### config.mk
export PLATFORM = sky130hd
export DESIGN_NAME = counter_sequencer_flat
export DESIGN_NICKNAME = d
export VERILOG_FILES = /design/src/rtl/counter_sequencer_if.sv /design/src/rtl/counter_sequencer.sv /design/src/flat_wrapper.sv
export SDC_FILE = /design/constraint.sdc
export NUM_CORES = 1
export LEC_CHECK = 0
export CAP_MARGIN = 40
export CELL_PAD_IN_SITES_DETAIL_PLACEMENT = 1
export CELL_PAD_IN_SITES_GLOBAL_PLACEMENT = 1
export CORE_UTILIZATION = 42
export CTS_CLUSTER_DIAMETER = 120
export CTS_CLUSTER_SIZE = 8
export DETAILED_ROUTE_END_ITERATION = 7
export PLACE_DENSITY = 0.9
export SETUP_SLACK_MARGIN = 0.02
export SYNTH_ARGS = -nofsm -noshare
export SYNTH_HDL_FRONTEND = slang
export SYNTH_SLANG_ARGS = --single-unit
### constraint.sdc
create_clock -name clk -period 2.9 [get_ports clk]
set_input_delay 0.29 -clock clk [delete_from_list [all_inputs] [get_ports clk]]
set_output_delay 0.29 -clock clk [all_outputs]
set_load 0.02 [all_outputs]
### src/rtl/counter_sequencer_if.sv
// ============================================================================
// Module      : counter_sequencer_if
// Description : Command and status bundle between a run-control master and
//               the counter sequencer.
// Revision    : 1.0 - initial release
// ============================================================================
`default_nettype none

interface counter_sequencer_if #(
  parameter int WIDTH = 8,
  parameter int DIV_W = 24
);

  // Commands and configuration
  logic             start;
  logic             stop;
  logic             pause;
  logic             dir;
  logic             wrap;
  logic [DIV_W-1:0] div;
  logic [WIDTH-1:0] limit;

  // Status
  logic [WIDTH-1:0] count;
  logic             running;
  logic             paused;
  logic             tick;
  logic             done;

  // Controller side: issues commands, observes status
  modport master (
    output start, stop, pause, dir, wrap, div, limit,
    input  count, running, paused, tick, done
  );

  // Sequencer side: receives commands, produces status
  modport slave (
    input  start, stop, pause, dir, wrap, div, limit,
    output count, running, paused, tick, done
  );

endinterface

`default_nettype wire

### src/rtl/counter_sequencer.sv
// ============================================================================
// Module      : counter_sequencer
// Description : Sequenced up/down counter with prescaler, pause, one-shot or
//               wrap mode. All outputs are registered.
// Revision    : 1.0 - initial release
// ============================================================================
`default_nettype none

module counter_sequencer #(
  parameter int WIDTH = 8,
  parameter int DIV_W = 24
) (
  input  logic                clk,
  input  logic                rst,
  counter_sequencer_if.slave  bus
);

  typedef enum logic [1:0] {
    ST_IDLE  = 2'd0,
    ST_RUN   = 2'd1,
    ST_PAUSE = 2'd2,
    ST_DONE  = 2'd3
  } state_t;

  state_t           r_state;
  logic [DIV_W-1:0] r_presc;
  logic [DIV_W-1:0] r_div;
  logic [WIDTH-1:0] r_limit;
  logic [WIDTH-1:0] r_count;
  logic             r_dir;
  logic             r_wrap;
  logic             r_running;
  logic             r_paused;
  logic             r_tick;
  logic             r_done;

  logic             w_step;
  logic [WIDTH-1:0] w_end;
  logic [WIDTH-1:0] w_reload;
  logic             w_at_end;
  logic             w_finish;

  // Step/terminal decode from the latched configuration
  assign w_step   = (r_presc == r_div);
  assign w_end    = r_dir ? '0 : r_limit;
  assign w_reload = r_dir ? r_limit : '0;
  assign w_at_end = (r_count == w_end);
  // A one-shot completing this cycle beats a simultaneous pause request
  assign w_finish = (r_state == ST_RUN) && w_step && w_at_end && !r_wrap;

  // Sequencer state, prescaler, count and registered status flags
  always_ff @(posedge clk or posedge rst) begin
    if (rst) begin
      r_state   <= ST_IDLE;
      r_presc   <= '0;
      r_div     <= '0;
      r_limit   <= '0;
      r_count   <= '0;
      r_dir     <= 1'b0;
      r_wrap    <= 1'b0;
      r_running <= 1'b0;
      r_paused  <= 1'b0;
      r_tick    <= 1'b0;
      r_done    <= 1'b0;
    end else begin
      r_tick <= 1'b0;
      r_done <= 1'b0;
      if (bus.stop) begin
        r_state   <= ST_IDLE;
        r_count   <= '0;
        r_presc   <= '0;
        r_running <= 1'b0;
        r_paused  <= 1'b0;
      end else if (bus.start) begin
        r_dir     <= bus.dir;
        r_wrap    <= bus.wrap;
        r_div     <= bus.div;
        r_limit   <= bus.limit;
        r_count   <= bus.dir ? bus.limit : '0;
        r_presc   <= '0;
        r_state   <= ST_RUN;
        r_running <= 1'b1;
        r_paused  <= 1'b0;
      end else begin
        case (r_state)
          ST_RUN: begin
            // The step due this cycle executes even if pause is also sampled
            if (w_step) begin
              r_presc <= '0;
              r_tick  <= 1'b1;
              if (!w_at_end) begin
                r_count <= r_dir ? (r_count - WIDTH'(1)) : (r_count + WIDTH'(1));
              end else if (r_wrap) begin
                r_count <= w_reload;
              end
            end else begin
              r_presc <= r_presc + DIV_W'(1);
            end

            if (w_finish) begin
              r_state   <= ST_DONE;
              r_done    <= 1'b1;
              r_running <= 1'b0;
            end else if (bus.pause) begin
              r_state   <= ST_PAUSE;
              r_running <= 1'b0;
              r_paused  <= 1'b1;
            end
          end

          ST_PAUSE: begin
            // Prescaler and count stay frozen; resume where we left off
            if (!bus.pause) begin
              r_state   <= ST_RUN;
              r_running <= 1'b1;
              r_paused  <= 1'b0;
            end
          end

          default: begin
            // IDLE and DONE hold until start or stop
          end
        endcase
      end
    end
  end

  assign bus.count   = r_count;
  assign bus.running = r_running;
  assign bus.paused  = r_paused;
  assign bus.tick    = r_tick;
  assign bus.done    = r_done;

endmodule

`default_nettype wire

### src/flat_wrapper.sv
// flat-port wrapper written by rule: the top's interface ports become plain ports
module counter_sequencer_flat 
#(
  parameter int WIDTH = 8,
  parameter int DIV_W = 24
)
  (clk, rst, bus_start, bus_stop, bus_pause, bus_dir, bus_wrap, bus_div, bus_limit, bus_count, bus_running, bus_paused, bus_tick, bus_done);
  counter_sequencer_if #(.WIDTH(WIDTH), .DIV_W(DIV_W)) bus_i ();
  input  logic clk;
  input  logic rst;
  input wire logic [$bits(bus_i.start)-1:0] bus_start;
  input wire logic [$bits(bus_i.stop)-1:0] bus_stop;
  input wire logic [$bits(bus_i.pause)-1:0] bus_pause;
  input wire logic [$bits(bus_i.dir)-1:0] bus_dir;
  input wire logic [$bits(bus_i.wrap)-1:0] bus_wrap;
  input wire logic [$bits(bus_i.div)-1:0] bus_div;
  input wire logic [$bits(bus_i.limit)-1:0] bus_limit;
  output wire logic [$bits(bus_i.count)-1:0] bus_count;
  output wire logic [$bits(bus_i.running)-1:0] bus_running;
  output wire logic [$bits(bus_i.paused)-1:0] bus_paused;
  output wire logic [$bits(bus_i.tick)-1:0] bus_tick;
  output wire logic [$bits(bus_i.done)-1:0] bus_done;
  assign bus_i.start = bus_start;
  assign bus_i.stop = bus_stop;
  assign bus_i.pause = bus_pause;
  assign bus_i.dir = bus_dir;
  assign bus_i.wrap = bus_wrap;
  assign bus_i.div = bus_div;
  assign bus_i.limit = bus_limit;
  assign bus_count = bus_i.count;
  assign bus_running = bus_i.running;
  assign bus_paused = bus_i.paused;
  assign bus_tick = bus_i.tick;
  assign bus_done = bus_i.done;
  counter_sequencer #(.WIDTH(WIDTH), .DIV_W(DIV_W)) u_core (.clk(clk), .rst(rst), .bus(bus_i));
endmodule
==> results of run 1 <==
-- synthesized netlist by cell type (2+ instances only) --
| cell type | n | area (µm²) |
|---|---|---|
| a21oi_1 | 9 | 45.0 |
| nor2_1 | 36 | 135 |
| a2bb2oi_1 | 7 | 61.3 |
| xor2_1 | 16 | 140 |
| a31oi_1 | 2 | 12.5 |
| and3_1 | 3 | 18.8 |
| xnor2_1 | 31 | 272 |
| a21o_1 | 5 | 37.5 |
| dfrtp_1 | 72 | 1800 |
| and3b_1 | 3 | 26.3 |
| nand3_1 | 12 | 60.1 |
| a22oi_1 | 2 | 15.0 |
| mux2i_1 | 7 | 70.1 |
| nand4_1 | 14 | 87.6 |
| and4_1 | 3 | 26.3 |
| a21boi_0 | 2 | 15.0 |
| ha_1 | 9 | 113 |
| o211ai_1 | 2 | 15.0 |
| clkbuf_1 | 11 | 41.3 |
| o31ai_1 | 5 | 37.5 |
| nor3_1 | 9 | 45.0 |
| nor2b_1 | 4 | 25.0 |
| nor4_1 | 2 | 12.5 |
| buf_2 | 2 | 10.0 |
| inv_1 | 13 | 48.8 |
| nand2b_1 | 2 | 12.5 |
| a221oi_1 | 2 | 17.5 |
| o21ai_0 | 22 | 110 |
| nand2_1 | 121 | 454 |
| or3_1 | 4 | 25.0 |
-- tightest hold or removal path: cells and delay by family --
family / cells / cell delay, ns
buffers and inverters: 3 / 0.78
-- cell usage in the layout, fill, tap and decap left out, types with 2 or more instances in the layout --
cell type / Yosys / routed
clkdlybuf4s50_1: 0 / 50
a2bb2oi_1: 7 / 7
clkinv_2: 0 / 4
or3_1: 4 / 4
ha_1: 9 / 9
xnor2_1: 31 / 31
a21o_1: 5 / 5
o21ai_0: 22 / 22
nand2b_1: 2 / 2
a21oi_1: 9 / 9
nand2_1: 121 / 121
and3_1: 3 / 3
nor2_1: 36 / 36
clkbuf_8: 0 / 11
xor2_1: 16 / 16
dfrtp_1: 72 / 71
a21boi_0: 2 / 2
mux2i_1: 7 / 7
nand4_1: 14 / 14
and4_1: 3 / 3
and3b_1: 3 / 3
inv_2: 1 / 2
a22oi_1: 2 / 2
a221oi_1: 2 / 2
o211ai_1: 2 / 2
buf_4: 0 / 6
inv_1: 13 / 12
nor2b_1: 4 / 3
o31ai_1: 5 / 5
nand3_1: 12 / 12
a31oi_1: 2 / 2
nor3_1: 9 / 9
nor4_1: 2 / 2
-- kinds of logic (layout without fill, tap and decap cells) --
family | Yosys count | count (layout) | share of synthesized area (%)
AOI/OAI and AO/OA | 65 | 65 | 10.5
xor gates and xnor gates | 48 | 48 | 10.7
adders and majority gates | 10 | 10 | 3.33
buffers and inverters | 28 | 86 | 2.89
DFF | 72 | 72 | 45.2
muxes | 7 | 7 | 1.76
and+or+nand+nor | 222 | 222 | 25.6
-- layout make-up --
cell class	count	area share [%]
well taps	129	3.34
flip-flops and latches	72	37.4
repair buffers	57	11.7
multi-input cells	352	42.9
inverters	14	1.09
clock buffers	11	3.14
clock inverters	4	0.415
-- worst max-delay path by stage --
| stage | end | slack (ns) | startpoint | cells past startpoint |
|---|---|---|---|---|
| finish | u_core.bus.count[7]$_DFFE_PP0P_ | 0.42 | u_core.r_dir$_DFFE_PP0P_ | 8 |
| detailed placement | u_core.bus.count[7]$_DFFE_PP0P_ | 0.27 | u_core.r_dir$_DFFE_PP0P_ | 8 |
| global placement | u_core.bus.count[7]$_DFFE_PP0P_ | 0.49 | u_core.r_dir$_DFFE_PP0P_ | 8 |
| CTS | u_core.bus.count[7]$_DFFE_PP0P_ | 0.21 | u_core.r_dir$_DFFE_PP0P_ | 8 |
| floorplan | u_core.bus.count[0]$_DFFE_PP0P_ | 0.79 | rst | 1 |
| global route | u_core.bus.count[7]$_DFFE_PP0P_ | 0.24 | u_core.r_dir$_DFFE_PP0P_ | 8 |
-- what timing repair did --
action	in CTS	in global routing
resized for setup	0	1
buffers inserted	0	0
hold buffers	0	0
setup endpoints to repair	0	1
-- where the power goes --
part	switching [µW]	total (µW)	internal, µW
Combinational	285	525	240
Sequential	90.7	1170	1080
Clock	389	736	347
-- through the flow --
step	power (µW)	hold slack, ns	cell area, µm²	util, %
floorplan	1500	0.363	3990	-
finish	2430	0.302	4830	52.2
global route	2560	0.349	4830	52.2
global placement	1670	0.486	4650	50.4
detailed placement	1710	0.492	4650	50.4
CTS	2450	0.343	4830	52.2
-- flip-flops by register name (all words and copies together), names as in the netlist --
signal              flops
u_core.r_dir            1
u_core.bus.paused       1
u_core.r_presc         24
u_core.bus.tick         1
u_core.r_wrap           1
u_core.bus.count        8
u_core.bus.running      1
u_core.r_div           24
u_core.bus.done         1
u_core.r_limit          8
u_core.r_state          2
-- metal layers --
metal | part of all wire (%) | vias up | wire length [µm] | GRT usage (%)
met5 | 0 | - | 0 | 0
met4 | 4.3 | 0 | 471 | 13.8
met3 | 3.7 | 46 | 403 | 4.92
met2 | 50 | 92 | 5440 | 41.0
met1 | 42 | 1698 | 4640 | 27.8
li1 | - | 1639 | - | -
==> summary.txt, run 1 <==
vias in the first global route: 3777
CP Max Fanout: 23
Period minus WS final: 2.48 ns
full die area: 9890 µm²
period utilisation layout: 85.6%
first-pass GRT wire length: 18400 µm
Via Count: 3475
final wirelength: 11000 µm
# fillers: 1098
I/O Pins: 51
initial core utilization: 43.2%
Critical Path AT: 2.76 ns
Core ar.: 9240 µm²
critical path's slowest cell: dfrtp_2
status: finished, final reports clean
initial antenna violation count: 0
Mapped Nets: 501
# diodes: 0
LEAKAGE: 0.00213 µW
worst setup margin: 0.417 ns
Final nets: 555
die extent in y: 99.4 µm
IO Port Bufs: 50
Layout Skew: 0.00825 ns
slack of the worst reg-to-reg path: 0.42 ns
CTS clock-pin slew for the worst setup and hold paths: 0.08 ns
f_max: 403 MHz
Die Span X: 99.4 µm
Buf/Inv on CP: 0
# clock sinks: 72
DR DRC count: 0
delay-heaviest family, CP: compound AO/OA/AOI/OAI gates
Clock Latency Late Sink: 0.36 ns
CP peak stage delay: 0.63 ns
register area: 1800 µm²
Total GRT Usage: 23.9%
Vias/cell: 5.44
final non-filler cell total: 639
largest net degree at the start of global routing: 73
GP Congestion: 0.863
Worst EP required: 3.18 ns
Mapped Avg Cell Area: 8.82 µm²
worst-path cell chain: ha_1 -> a21oi_1 -> o211ai_1 -> o41ai_1 -> xnor2_1 -> nand3_1 -> and3b_1 -> a22oi_1
worst reg-to-reg path cell count: 8
Placed Cells: 624
RSZ-0062 raised after global routing: false
ratio of cells with drive above 1 in the final layout: 6.08%
DPL Wire Length: 7590 µm
antenna viol nets, final: 0
Yosys warning count: 0
TritonCTS buffer count: 9
pre-CTS setup slack: 0.271 ns
final hold viol count: 0
maximum vdd ir drop: 0.176 mV
PwrDens: 504 nW/µm²
Seq cells post-synth: 72
Synth Instances: 452
Clock Path Buffers: 2
Post-synth top flop: dfrtp_1
H-tree depth: 3
Startpoint Class: register
Max-slew headroom: 56.5%
setup tns final: 0 ns
fin. max-slew vios: 0
number of flops mapped to enable cells by yosys: 0
Setup crit end kind: register
DR iter-0 viols: 180
post-DR wirelength/cell: 17.2 µm
Async SR Flop Fraction: 100%
sequential area share after synthesis: 45.2%
Max-cap violations: 0
Worst-Margin Slew: 0.652 ns
Area growth, synth to finish: 21.1%
Setup CP Type: reg2reg
Hold Path Class: in2async
drt first pass iters: 4
setup violation total in the final timing report: 0
mapped cell area: 3990 µm²
footprint of the multi-input gates: 2070 µm²
CTS tree: yes
Worst R2R End: u_core.bus.count[7]$_DFFE_PP0P_
Distinct cells, synth: 50
R2R Path Start: u_core.r_dir$_DFFE_PP0P_
row count: 35
clock root cell: clkbuf_8
total global routing overflow: 0
Power figures use the tool's default switching activity.
==> inputs of run 2 (changes only) <==
Settings changed: CORE_MARGIN from default to 1.5.
==> run 2 against run 1 <==
Sequential power is essentially flat. Utilization grew 0.081 points. Setup slack lost 0.18 ns. Count of clock-buffer cells in the layout grew 1. Clock skew grew 0.0027 ns. Wire length shrank 3.1%. Combinational power shrank 1%. Worst hold slack gained 0.036 ns. Critical path depth is the same. Final area grew 0.16%. Critical path type unchanged. Largest cell class unchanged. Largest power group unchanged.
==> summary.txt, run 2 (synthesized netlist as in run 1, its figures left out) <==
die extent in y: 100 µm
Hold Path Class: in2async
Post-CTS Setup Inserts: 0
drt first pass iters: 4
Setup CP Type: reg2reg
post_cts resized: 0
DR iter-0 viols: 158
Vias/cell: 5.36
Worst EP required: 3.17 ns
Max-cap violations: 0
PwrDens: 511 nW/µm²
post-DR wirelength/cell: 16.6 µm
final wirelength: 10600 µm
worst reg-to-reg path cell count: 8
DR DRC count: 0
status: finished, final reports clean
Layout Skew: 0.0110 ns
CTS tree: yes
Area growth, synth to finish: 21.2%
antenna viol nets, final: 0
GP Congestion: 0.862
Total GRT Usage: 23.0%
R2R Path Start: u_core.r_dir$_DFFE_PP0P_
setup tns final: 0 ns
Clock Latency Late Sink: 0.36 ns
maximum vdd ir drop: 0.245 mV
CP Max Fanout: 23
# fillers: 1096
slack of the worst reg-to-reg path: 0.24 ns
Max-slew headroom: 54.2%
f_max: 376 MHz
# clock sinks: 72
I/O Pins: 51
row count: 35
IO Port Bufs: 50
Final Core Density: 52.3%
LEAKAGE: 0.00213 µW
Worst-Margin Slew: 0.688 ns
full die area: 10100 µm²
initial antenna violation count: 0
initial core utilization: 43.2%
# diodes: 0
setup violation total in the final timing report: 0
Startpoint Class: register
largest net degree at the start of global routing: 73
# hold bufs at CTS: 0
footprint of the multi-input gates: 2070 µm²
first-pass GRT wire length: 18200 µm
ratio of cells with drive above 1 in the final layout: 5.48%
Clock Path Buffers: 2
RSZ-0062 raised after global routing: false
CP peak stage delay: 0.79 ns
register area: 1800 µm²
DPL Wire Length: 7600 µm
Final nets: 555
total global routing overflow: 0
TritonCTS buffer count: 9
fin. max-slew vios: 0
critical path's slowest cell: dfrtp_1
Setup crit end kind: register
H-tree depth: 3
worst-path cell chain: ha_1 -> a21oi_1 -> o211ai_1 -> o41ai_1 -> xnor2_1 -> nand3_1 -> and3b_1 -> a22oi_1
period utilisation layout: 91.7%
commonest non-fill, non-tap cell in the layout: nand2_1
Die Span X: 100 µm
Via Count: 3429
Core ar.: 9240 µm²
vias in the first global route: 3657
crit path from: u_core.r_dir$_DFFE_PP0P_
CTS clock-pin slew for the worst setup and hold paths: 0.08 ns
Period minus WS final: 2.66 ns
Critical Path AT: 2.93 ns
clock root cell: clkbuf_8
largest registers: u_core.r_div (24), u_core.r_presc (24)
Worst R2R End: u_core.bus.count[7]$_DFFE_PP0P_
most frequent cells in the layout: nand2_1 (121), dfrtp_1 (72), clkdlybuf4s50_1 (50), nor2_1 (36), xnor2_1 (31)
final hold viol count: 0
==> run 2: layout make-up <==
| class | instances | share of cell area (%) |
|---|---|---|
| clock inverter | 4 | 0.932 |
| sequential | 72 | 37.3 |
| tap | 129 | 3.34 |
| inverter | 14 | 1.09 |
| clock buffer | 12 | 2.80 |
| timing repair buffer | 57 | 11.7 |
| multi-input combinational | 352 | 42.9 |
==> run 2: power breakdown <==
group	leakage (µW)	switching, µW	internal [µW]
clock network	0.0000941	388	395
registers	0.000940	89.3	1080
logic	0.00109	279	240
==> run 2: per-stage QoR <==
step                      setup slack, ns  cell area (µm²)  total power (µW)  instances  hold WS [ns]
after floorplan                     0.785             3990              1500        452         0.363
final                               0.241             4830              2470        640         0.338
after detailed placement            0.324             4650              1700        624         0.490
after global routing               0.0474             4830              2590        640         0.385
after CTS                           0.246             4830              2480        640         0.354
after global placement              0.487             4650              1670        624         0.486
==> run 2: worst max-delay path by stage <==
stage / to / cells after the start
floorplan: u_core.bus.count[0]$_DFFE_PP0P_ / 1
global placement: u_core.r_presc[15]$_DFFE_PP0P_ / 7
detailed placement: u_core.bus.count[7]$_DFFE_PP0P_ / 8
CTS: u_core.bus.count[7]$_DFFE_PP0P_ / 8
global route: u_core.bus.count[7]$_DFFE_PP0P_ / 8
finish: u_core.bus.count[7]$_DFFE_PP0P_ / 8
==> run 2: critical path, delay by kind of cell (launching register included) <==
family | cells | cell delay [ns]
DFF | 1 | 0.79
AOI/OAI and AO/OA | 4 | 0.93
and+or+nand+nor | 2 | 0.28
adders and majority gates | 1 | 0.36
xor gates and xnor gates | 1 | 0.20
==> run 2: metal layers <==
metal	routed length (µm)	vias to the layer above	part of all wire [%]	global-route usage [%]
met3	257	16	2.4	3.27
met5	0	-	0	0
met4	201	0	1.9	8.23
met1	4770	1715	45	29.3
met2	5390	55	51	40.0
li1	-	1643	-	-
==> inputs of run 3 (changes only) <==
Settings changed: CORE_UTILIZATION 42 to 38, PLACE_DENSITY 0.9 to 0.86.
Clock period 2.9 ns to 2.42 ns, I/O delays scaled along.
==> run 3 against run 2 <==
Final area up 4.3%. Count of clock-buffer cells in the layout down 2. Utilization down 3.0 points. Critical path type unchanged. Largest cell class unchanged. Largest power group unchanged.
==> summary.txt, run 3 (synthesized netlist as in run 1, its figures left out) <==
most frequent cells in the layout: nand2_1 (120), dfrtp_1 (65), clkdlybuf4s50_1 (50), nor2_1 (36), xnor2_1 (26)
crit path from: u_core.r_dir$_DFFE_PP0P_
commonest non-fill, non-tap cell in the layout: nand2_1
largest registers: u_core.r_div (24), u_core.r_presc (24)
fin. max-slew vios: 0
Worst EP required: 2.65 ns
CTS tree: yes
Layout Skew: 0.0107 ns
Setup crit end kind: register
Via Count: 3484
Worst-Margin Slew: 0.602 ns
register area: 1810 µm²
antenna viol nets, final: 0
Area growth, synth to finish: 26.5%
total global routing overflow: 0
ratio of cells with drive above 1 in the final layout: 11.8%
Vias/cell: 5.26
R2R Path Start: u_core.r_dir$_DFFE_PP0P_
GP Congestion: 0.868
Total GRT Usage: 20.5%
setup violation total in the final timing report: 0
crit path to: u_core.bus.count[6]$_DFFE_PP0P_
I/O Pins: 51
Startpoint Class: register
LEAKAGE: 0.00222 µW
CTS clock-pin slew for the worst setup and hold paths: 0.08 ns
vias in the first global route: 3720
Core ar.: 10200 µm²
Critical Path AT: 2.55 ns
clock root cell: clkbuf_8
post-DR wirelength/cell: 16.6 µm
Max-slew headroom: 59.9%
Worst R2R End: u_core.bus.count[6]$_DFFE_PP0P_
Final nets: 570
# fillers: 1185
initial core utilization: 39.0%
f_max: 432 MHz
drt first pass iters: 4
row count: 37
die extent in y: 105 µm
status: finished, final reports clean
Hold WS: 0.265 ns
IO Port Bufs: 50
DR DRC count: 0
slack of the worst reg-to-reg path: 0.10 ns
Hold Path Class: in2async
final hold viol count: 0
DPL Wire Length: 7920 µm
largest net degree at the start of global routing: 49
Die Span X: 105 µm
dpl cell area: 4720 µm²
first-pass GRT wire length: 18100 µm
Clock Path Buffers: 2
final wirelength: 11000 µm
fin area: 5040 µm²
H-tree depth: 3
full die area: 11100 µm²
worst reg-to-reg path cell count: 9
period utilisation layout: 95.8%
# hold bufs at CTS: 0
DR iter-0 viols: 84
maximum vdd ir drop: 0.284 mV
RSZ-0062 raised after global routing: true
# diodes: 0
Setup CP Type: reg2reg
Period minus WS final: 2.32 ns
CP Max Fanout: 10
TritonCTS buffer count: 9
Clock Latency Late Sink: 0.36 ns
# clock sinks: 72
initial antenna violation count: 0
PwrDens: 605 nW/µm²
Max-cap violations: 0
footprint of the multi-input gates: 2130 µm²
==> run 3: layout make-up <==
class,count,area share [%]
clock inverter,6,1.36
tap,136,3.37
multi-input combinational,352,42.3
sequential,72,35.9
clock buffer,10,2.53
inverter,14,1.04
timing repair buffer,72,13.5
==> run 3: timing repair <==
item,CTS,global route
endpoints found under the setup margin,8,11
resized for setup,2,16
buffers inserted,0,7
hold endpoints to repair,0,0
pin swaps,1,9
==> run 3: per-layer routing <==
metal  share of wire [%]  global-route usage, %  vias up
met5                   0                      0        -
met4                 1.9                   7.44        0
met3                 3.2                   3.15       22
met2                  52                   36.4       70
met1                  43                   25.1     1717
li1                    -                      -     1675
==> run 3: critical path, stage by stage, from the launching register on <==
cell and delay [ns]:
dfrtp_2 0.49, buf_4 0.18, fa_1 0.41, a21o_1 0.19, a21oi_2 0.17, nor2_1 0.08, mux2i_1 0.14, a21boi_0 0.12
o31ai_1 0.32, a2bb2oi_1 0.10
==> run 3: stage by stage <==
step           util, %  total power (µW)  std cells  TNS (ns)  setup WS, ns
2_1_floorplan        -              1800        452         0         0.353
3_3_place_gp      46.2              2030        639   -0.0237       -0.0237
3_5_place_dp      46.2              2060        639    -0.802        -0.122
4_1_cts           48.1              3040        655         0        0.0257
5_1_grt           49.3              3220        662   -0.0810       -0.0359
6_report          49.3              3050        662         0         0.103
==> run 3: power breakdown <==
part           switching [µW]  internal [µW]
clock network             491            482
registers                97.8           1290
logic                     359            325
total                     948           2100
==> run 3: worst min-delay path by stage <==
stage / from / to / slack, ns / cells past startpoint
6_report: rst / u_core.bus.running$_DFFE_PP0P_ / 0.27 / 2
3_5_place_dp: u_core.r_div[14]$_DFFE_PP0P_ / u_core.r_div[14]$_DFFE_PP0P_ / 0.49 / 2
4_1_cts: rst / u_core.r_limit[2]$_DFFE_PP0P_ / 0.28 / 2
5_1_grt: rst / u_core.bus.running$_DFFE_PP0P_ / 0.31 / 2
3_3_place_gp: u_core.r_presc[23]$_DFFE_PP0P_ / u_core.r_presc[23]$_DFFE_PP0P_ / 0.48 / 1
2_1_floorplan: bus_stop / u_core.r_state[0]$_DFFE_PP0P_ / 0.32 / 1
